`config.mk`:
```
export PLATFORM = sky130hd
export DESIGN_NAME = serial_subtractor_flat
export DESIGN_NICKNAME = d
export VERILOG_FILES = /design/src/rtl/serial_subtractor_if.sv /design/src/rtl/serial_subtractor.sv /design/src/flat_wrapper.sv
export SDC_FILE = /design/constraint.sdc
export NUM_CORES = 1
export LEC_CHECK = 0
export BUFFER_PORTS_ARGS = -buffer_cell sky130_fd_sc_hd__clkbuf_2
export CORE_UTILIZATION = 48
export DETAILED_ROUTE_END_ITERATION = 7
export PLACE_DENSITY = 0.82
export SYNTH_ARGS = -nofsm -noshare
export SYNTH_HDL_FRONTEND = slang
export SYNTH_SLANG_ARGS = --single-unit
```
`constraint.sdc`:
```
create_clock -name clk -period 3.8 [get_ports clk]
set_clock_uncertainty 0.2 [all_clocks]
set_input_delay 0.57 -clock clk [delete_from_list [all_inputs] [get_ports clk]]
set_output_delay 0.57 -clock clk [all_outputs]
set_load 0.01 [all_outputs]
```
`src/rtl/serial_subtractor_if.sv`:
```
// serial_subtractor_if: start/done handshake bus carrying the operands and the result of a bit-serial subtraction
interface serial_subtractor_if #(parameter int WIDTH = 8);
  logic             start;
  logic [WIDTH-1:0] a;
  logic [WIDTH-1:0] b;
  logic             busy;
  logic             done;
  logic [WIDTH-1:0] diff;
  logic             borrow;
  modport master (output start, a, b, input busy, done, diff, borrow);
  modport slave  (input start, a, b, output busy, done, diff, borrow);
endinterface

```
`src/rtl/serial_subtractor.sv`:
```
// serial_subtractor: LSB-first bit-serial a - b using one full-subtractor cell and a borrow flip-flop
module serial_subtractor #(
  parameter int WIDTH = 8
) (
  input logic                clk,
  input logic                rst_n,
  serial_subtractor_if.slave bus
);
  localparam int CW = $clog2(WIDTH);
  localparam logic [CW-1:0] LAST = CW'(WIDTH - 1);
  typedef enum logic [1:0] {IDLE, RUN, DONE} state_t;
  state_t           r_state;
  logic [WIDTH-1:0] r_sa, r_sb, r_sr, r_diff;
  logic [CW-1:0]    r_cnt;
  logic             r_bf, r_borrow;
  logic             w_x, w_y, w_d, w_bo;
  logic [WIDTH-1:0] w_sr_next;
  assign w_x       = r_sa[0];
  assign w_y       = r_sb[0];
  assign w_d       = w_x ^ w_y ^ r_bf;
  assign w_bo      = (~w_x & w_y) | (~(w_x ^ w_y) & r_bf);
  assign w_sr_next = {w_d, r_sr[WIDTH-1:1]};
  assign bus.busy   = r_state == RUN;
  assign bus.done   = r_state == DONE;
  assign bus.diff   = r_diff;
  assign bus.borrow = r_borrow;
  always_ff @(posedge clk) begin
    if (!rst_n) begin
      r_state  <= IDLE;
      r_sa     <= '0;
      r_sb     <= '0;
      r_sr     <= '0;
      r_diff   <= '0;
      r_cnt    <= '0;
      r_bf     <= 1'b0;
      r_borrow <= 1'b0;
    end else begin
      case (r_state)
        IDLE, DONE: begin
          if (bus.start) begin
            r_sa    <= bus.a;
            r_sb    <= bus.b;
            r_sr    <= '0;
            r_bf    <= 1'b0;
            r_cnt   <= '0;
            r_state <= RUN;
          end else begin
            r_state <= IDLE;
          end
        end
        RUN: begin
          r_sa  <= r_sa >> 1;
          r_sb  <= r_sb >> 1;
          r_sr  <= w_sr_next;
          r_bf  <= w_bo;
          r_cnt <= r_cnt + 1'b1;
          // the last bit's shifted value goes straight to diff on the same edge
          if (r_cnt == LAST) begin
            r_diff   <= w_sr_next;
            r_borrow <= w_bo;
            r_state  <= DONE;
          end
        end
        default: r_state <= IDLE;
      endcase
    end
  end
endmodule

```
`src/flat_wrapper.sv`:
```
// flat-port wrapper written by rule: the top's interface ports become plain ports
module serial_subtractor_flat 
#(
  parameter int WIDTH = 8
)
  (clk, rst_n, bus_start, bus_a, bus_b, bus_busy, bus_done, bus_diff, bus_borrow);
  serial_subtractor_if #(.WIDTH(WIDTH)) bus_i ();
  input logic clk;
  input logic rst_n;
  input wire logic [$bits(bus_i.start)-1:0] bus_start;
  input wire logic [$bits(bus_i.a)-1:0] bus_a;
  input wire logic [$bits(bus_i.b)-1:0] bus_b;
  output wire logic [$bits(bus_i.busy)-1:0] bus_busy;
  output wire logic [$bits(bus_i.done)-1:0] bus_done;
  output wire logic [$bits(bus_i.diff)-1:0] bus_diff;
  output wire logic [$bits(bus_i.borrow)-1:0] bus_borrow;
  assign bus_i.start = bus_start;
  assign bus_i.a = bus_a;
  assign bus_i.b = bus_b;
  assign bus_busy = bus_i.busy;
  assign bus_done = bus_i.done;
  assign bus_diff = bus_i.diff;
  assign bus_borrow = bus_i.borrow;
  serial_subtractor #(.WIDTH(WIDTH)) u_core (.clk(clk), .rst_n(rst_n), .bus(bus_i));
endmodule
```
-- Yosys cells after proc, flatten, opt, wreduce, memory -nomap -nowiden
Cells that the tools add are included.
- word-level logic and storage cells: 39
- register bits: 39
- output and inout bits: 11
- add/sub/neg operators: 1
- bitwise gates (word level): 7
- multiplexer cells: 13
- eq/ne operators: 5
- reductions and logical operators: 5
- operators with widths (kind ; number):
    one-hot mux 8 bit (2 select lines) ; 3
    2-to-1 mux 8 bit ; 3
    one-hot mux 3 bit (2 select lines) ; 1
    one-hot mux 2 bit (2 select lines) ; 1
    AND reduction 2 bit ; 2
    adder 3 x 1 -> 3 bit (second input constant) ; 1
    equality test 3 bit (second input constant) ; 1
    2-to-1 mux 3 bit ; 1
    AND 1 bit ; 2
    equality test 2 x 1 -> 1 bit (second input constant) ; 1
    equality test 2 bit (second input constant) ; 1
    zero test 2 bit ; 1
    2-to-1 mux 1 bit ; 2
    2-to-1 mux 2 bit ; 1
    != test 2 x 1 -> 1 bit (second input constant) ; 1
    != test 2 bit (second input constant) ; 1
    NOT 1 bit ; 2
    one-hot mux 1 bit (2 select lines) ; 1
    nonzero test 2 bit ; 1
    OR reduction 2 bit ; 1
    bitwise XOR 1 bit ; 2
    bitwise OR 1 bit ; 1

-- Depth between registers and ports, before layout
- depth after elaboration: 5
- depth in mapped cells: 6

-- Worst setup path after synthesis
Ideal clock, no wire load.
- path type: reg-to-output
- start point: register u_core.r_state[1]
- end point: output port bus_busy
- path buffers: 2
- slack: 2239 ps
- required time: 3030 ps
- cell stages (with the launch flop): 5
- arrival time: 791 ps
- cells stage by stage: dfxtp_1 > nand2b_1 > buf_6 > clkinv_2 > buf_2
- word-level cells in the longest chain between the ends: 1
- ends and longest elaborated chain (element ; line ; source):
    from (decl) ; serial_subtractor.sv:12 ; state_t r_state;
    from (signal assigned) ; serial_subtractor.sv:29 ; r_state <= IDLE;
    from (signal assigned) ; serial_subtractor.sv:46 ; r_state <= RUN;
    from (signal assigned) ; serial_subtractor.sv:48 ; r_state <= IDLE;
    equality test 2 x 1 -> 1 bit ; serial_subtractor.sv:23 ; assign bus.busy = r_state == RUN;
    to (decl) ; flat_wrapper.sv:13 ; output wire logic [$bits(bus_i.busy)-1:0] bus_busy;
Every way passes these cells.

-- Final worst setup path
Same ends and word-level chain as after synthesis.

==> impl_metrics.ini <==
[power]
p_sw_w = 0.000184
pwr-share-clk = 0.275
combPwrFrac = 0.114
leakage_nw = 0.648
power_density_nw_per_um2 = 411
pwr-share-seq = 0.611
worst_ir_drop_vdd_v = 0.000169
swShare = 0.263
intPower_w = 0.000515

[synthesis]
synth_top_area_frac = 0.492
synth_adder_area_share = 0.0291
synthMuxAreaShare = 0
synth_top_family_by_area = simple AND/OR/NAND/NOR gates
synth-seq-cells = 38
syn-cell-area_um2 = 1550
synth_xor_area_frac = 0
ys_types = 23
synth_fp_nets = 212
synthTopCellsByArea = dfxtp_1 49%, nand2_1 11%, a21oi_1 6.8%, nand3_1 6.8%, a31oi_1 5.7%
yosysSeqAreaShare = 0.492
synthSimpleGateAreaFrac = 0.216
synth_largest_area_cell = dfxtp_1
synth_compound_area_frac = 0.190
ys_warn_count = 0
syn_inst = 190
avgSynthCellArea_um2 = 8.14

[sta]
worst_slack_ns = 1.30
worstMarginPinSlew_ns = 1.04
tns_ns = 0
rsz0062_at_grt = no
post-route-period-util = 0.657
fin_crit_ns = 2.50
finalHoldViolCount = 0
drv_slew = 0
clock.fmax_mhz = 400
slew_headroom = 0.309
setup-violations-final = 0

[clock_network]
clkSinkCount = 38
cts_setup_buffers = 0
cts_hold_buf = 0
clk_pin_slew_ns = 0.10
root_buffer = clkbuf_4
clk_path_buf_depth = 2
clock_latency_ns = 0.34
numCtsBuffers = 5
h-tree-depth = 2
cts_tree = built
cts_resized = 0

[global_routing]
grt_antenna_before_repair = 0
grt_pass1_vias = 1147
grt_pass1_wl_mm = 4.81
grt_max_degree = 44
overflow = 0
grtUsageTotal = 0.185

[detailed_routing]
drtPass1Iterations = 4
wl_per_cell_um = 11.6
wl_met2_mm = 1.41
wirelength_mm = 2.95
wl_met3_um = 121
via_count = 1351
drc = 0
met1Wirelength_mm = 1.39
via_per_inst = 5.30
ant_nets = 0
first_iter_violations = 53
top_layer_used = met4

[setup_path]
cp_max_fo = 43
required_ns = 3.03
crit_path_max_incr_delay_ns = 0.36
crit_chain = nand2b_1 > buf_4 > clkinv_2 > clkbuf_2
worstPathArrival_ns = 1.73
critPathBufInv = 3
path_class = flip-flop to output port
crit_slowest_cell = clkinv_2
worstSetupStartpointType = flip-flop
cp-end-kind = output port
crit_family = buffers and inverters

[placed_design]
gp_congestion = 0.698
io_buffer_count = 29
dp_hpwl_mm = 1.87
preCtsSetupSlack_ns = 1.68

[die]
fp.dieH_um = 58.8
die-area_um2 = 3450
initial_utilization = 0.507
die_w_um = 58.8
rows = 20
pin_count = 30
core_um2 = 3050

[finish]
drive_above_1_share = 0.180
antennaDiodeCount = 0
final-seq-area_um2 = 761
layout.nets = 233
fillers = 291
area_growth_syn_to_layout_pct = 10.1
multi_input_area_um2 = 673

[status]
status = completed

[job]
drv_cap = 0

[hold_path]
hp-class = primary input to flip-flop
[power by group through the flow]
stage	registers (W)	logic (W)	clock network, W
2_1_floorplan	0.000434	0.0000668	0
3_3_place_gp	0.000436	0.0000775	0
3_5_place_dp	0.000436	0.0000794	0
4_1_cts	0.000427	0.0000801	0.000199
5_1_grt	0.000430	0.0000910	0.000213
6_report	0.000427	0.0000799	0.000192
[state kept, by name, indices dropped and copies added (netlist names)]
signal / count
u_core.r_sb: 8
u_core.r_state: 2
u_core.r_bf: 1
u_core.r_cnt: 3
u_core.bus.diff: 8
u_core.r_sa: 8
u_core.bus.borrow: 1
u_core.r_sr: 7
[placed cells by master, fill, tap and decap left out, types with 2 or more instances in the layout]
cell	count
a21oi_1	21
a31oi_1	14
clkbuf_1	2
clkbuf_2	29
clkbuf_4	5
dfxtp_1	38
ha_1	2
inv_1	3
nand2_1	47
nand2b_1	4
nand3_1	21
nor2_1	2
nor2b_1	2
o21ai_0	14
[final timing paths]
check,startpoint,end,slack (ns),cells after the start
min reg2reg,u_core.bus.diff[6],u_core.bus.diff[6],0.26,2
max reg2reg,u_core.r_cnt[0],u_core.bus.diff[7],1.87,5
min,bus_b[7],u_core.r_sb[7],0.25,3
max,u_core.r_state[1],bus_busy,1.30,4
[Yosys cell counts]
cell      instances
o21ai_0          14
buf_6             2
a21oi_2           1
nand3_1          21
nand3b_1          1
clkbuf_2          1
dfxtp_1          38
buf_2             4
ha_1              2
nor2_1            2
a31oi_1          14
clkinv_2          1
buf_1             1
clkbuf_1          4
nand2_1          47
inv_1             3
nor2b_1           2
o21a_1            1
a311oi_2          1
fa_1              1
buf_4             4
a21oi_1          21
nand2b_1          4
[kinds of logic (layout without fill, tap and decap cells)]
family | after synthesis | count (layout)
DFF | 38 | 38
buffers and inverters | 20 | 41
adders and majority gates | 3 | 3
and+or+nand+nor | 77 | 77
AOI/OAI and AO/OA | 52 | 52
[tightest hold or removal path, stage by stage]
cell and delay (ns):
clkbuf_2 0.08, nand2_1 0.05, a21oi_1 0.05
[layout make-up]
class                           instances  share of cell area
Multi-Input combinational cell        132               0.395
Tap cell                               44              0.0323
Inverter                                4             0.00955
Sequential cell                        38               0.447
Timing Repair Buffer                   30              0.0896
Clock buffer                            7              0.0265
[routing by layer]
layer  track usage  up-vias
li1              -      687
met1         0.219      631
met2         0.308       28
met3        0.0659        5
met4        0.0714        0
met5             0        -
[through the flow]
step	total power, W	hold WS [ns]	cells	utilization	area, um^2
floorplan	0.000501	0.244	190	-	1550
global placement	0.000513	0.244	248	0.543	1660
detailed placement	0.000516	0.249	248	0.543	1660
CTS	0.000706	0.231	255	0.558	1700
global route	0.000735	0.251	255	0.558	1700
finish	0.000699	0.250	255	0.558	1700
No activity file was read; power rests on OpenSTA's default activity.
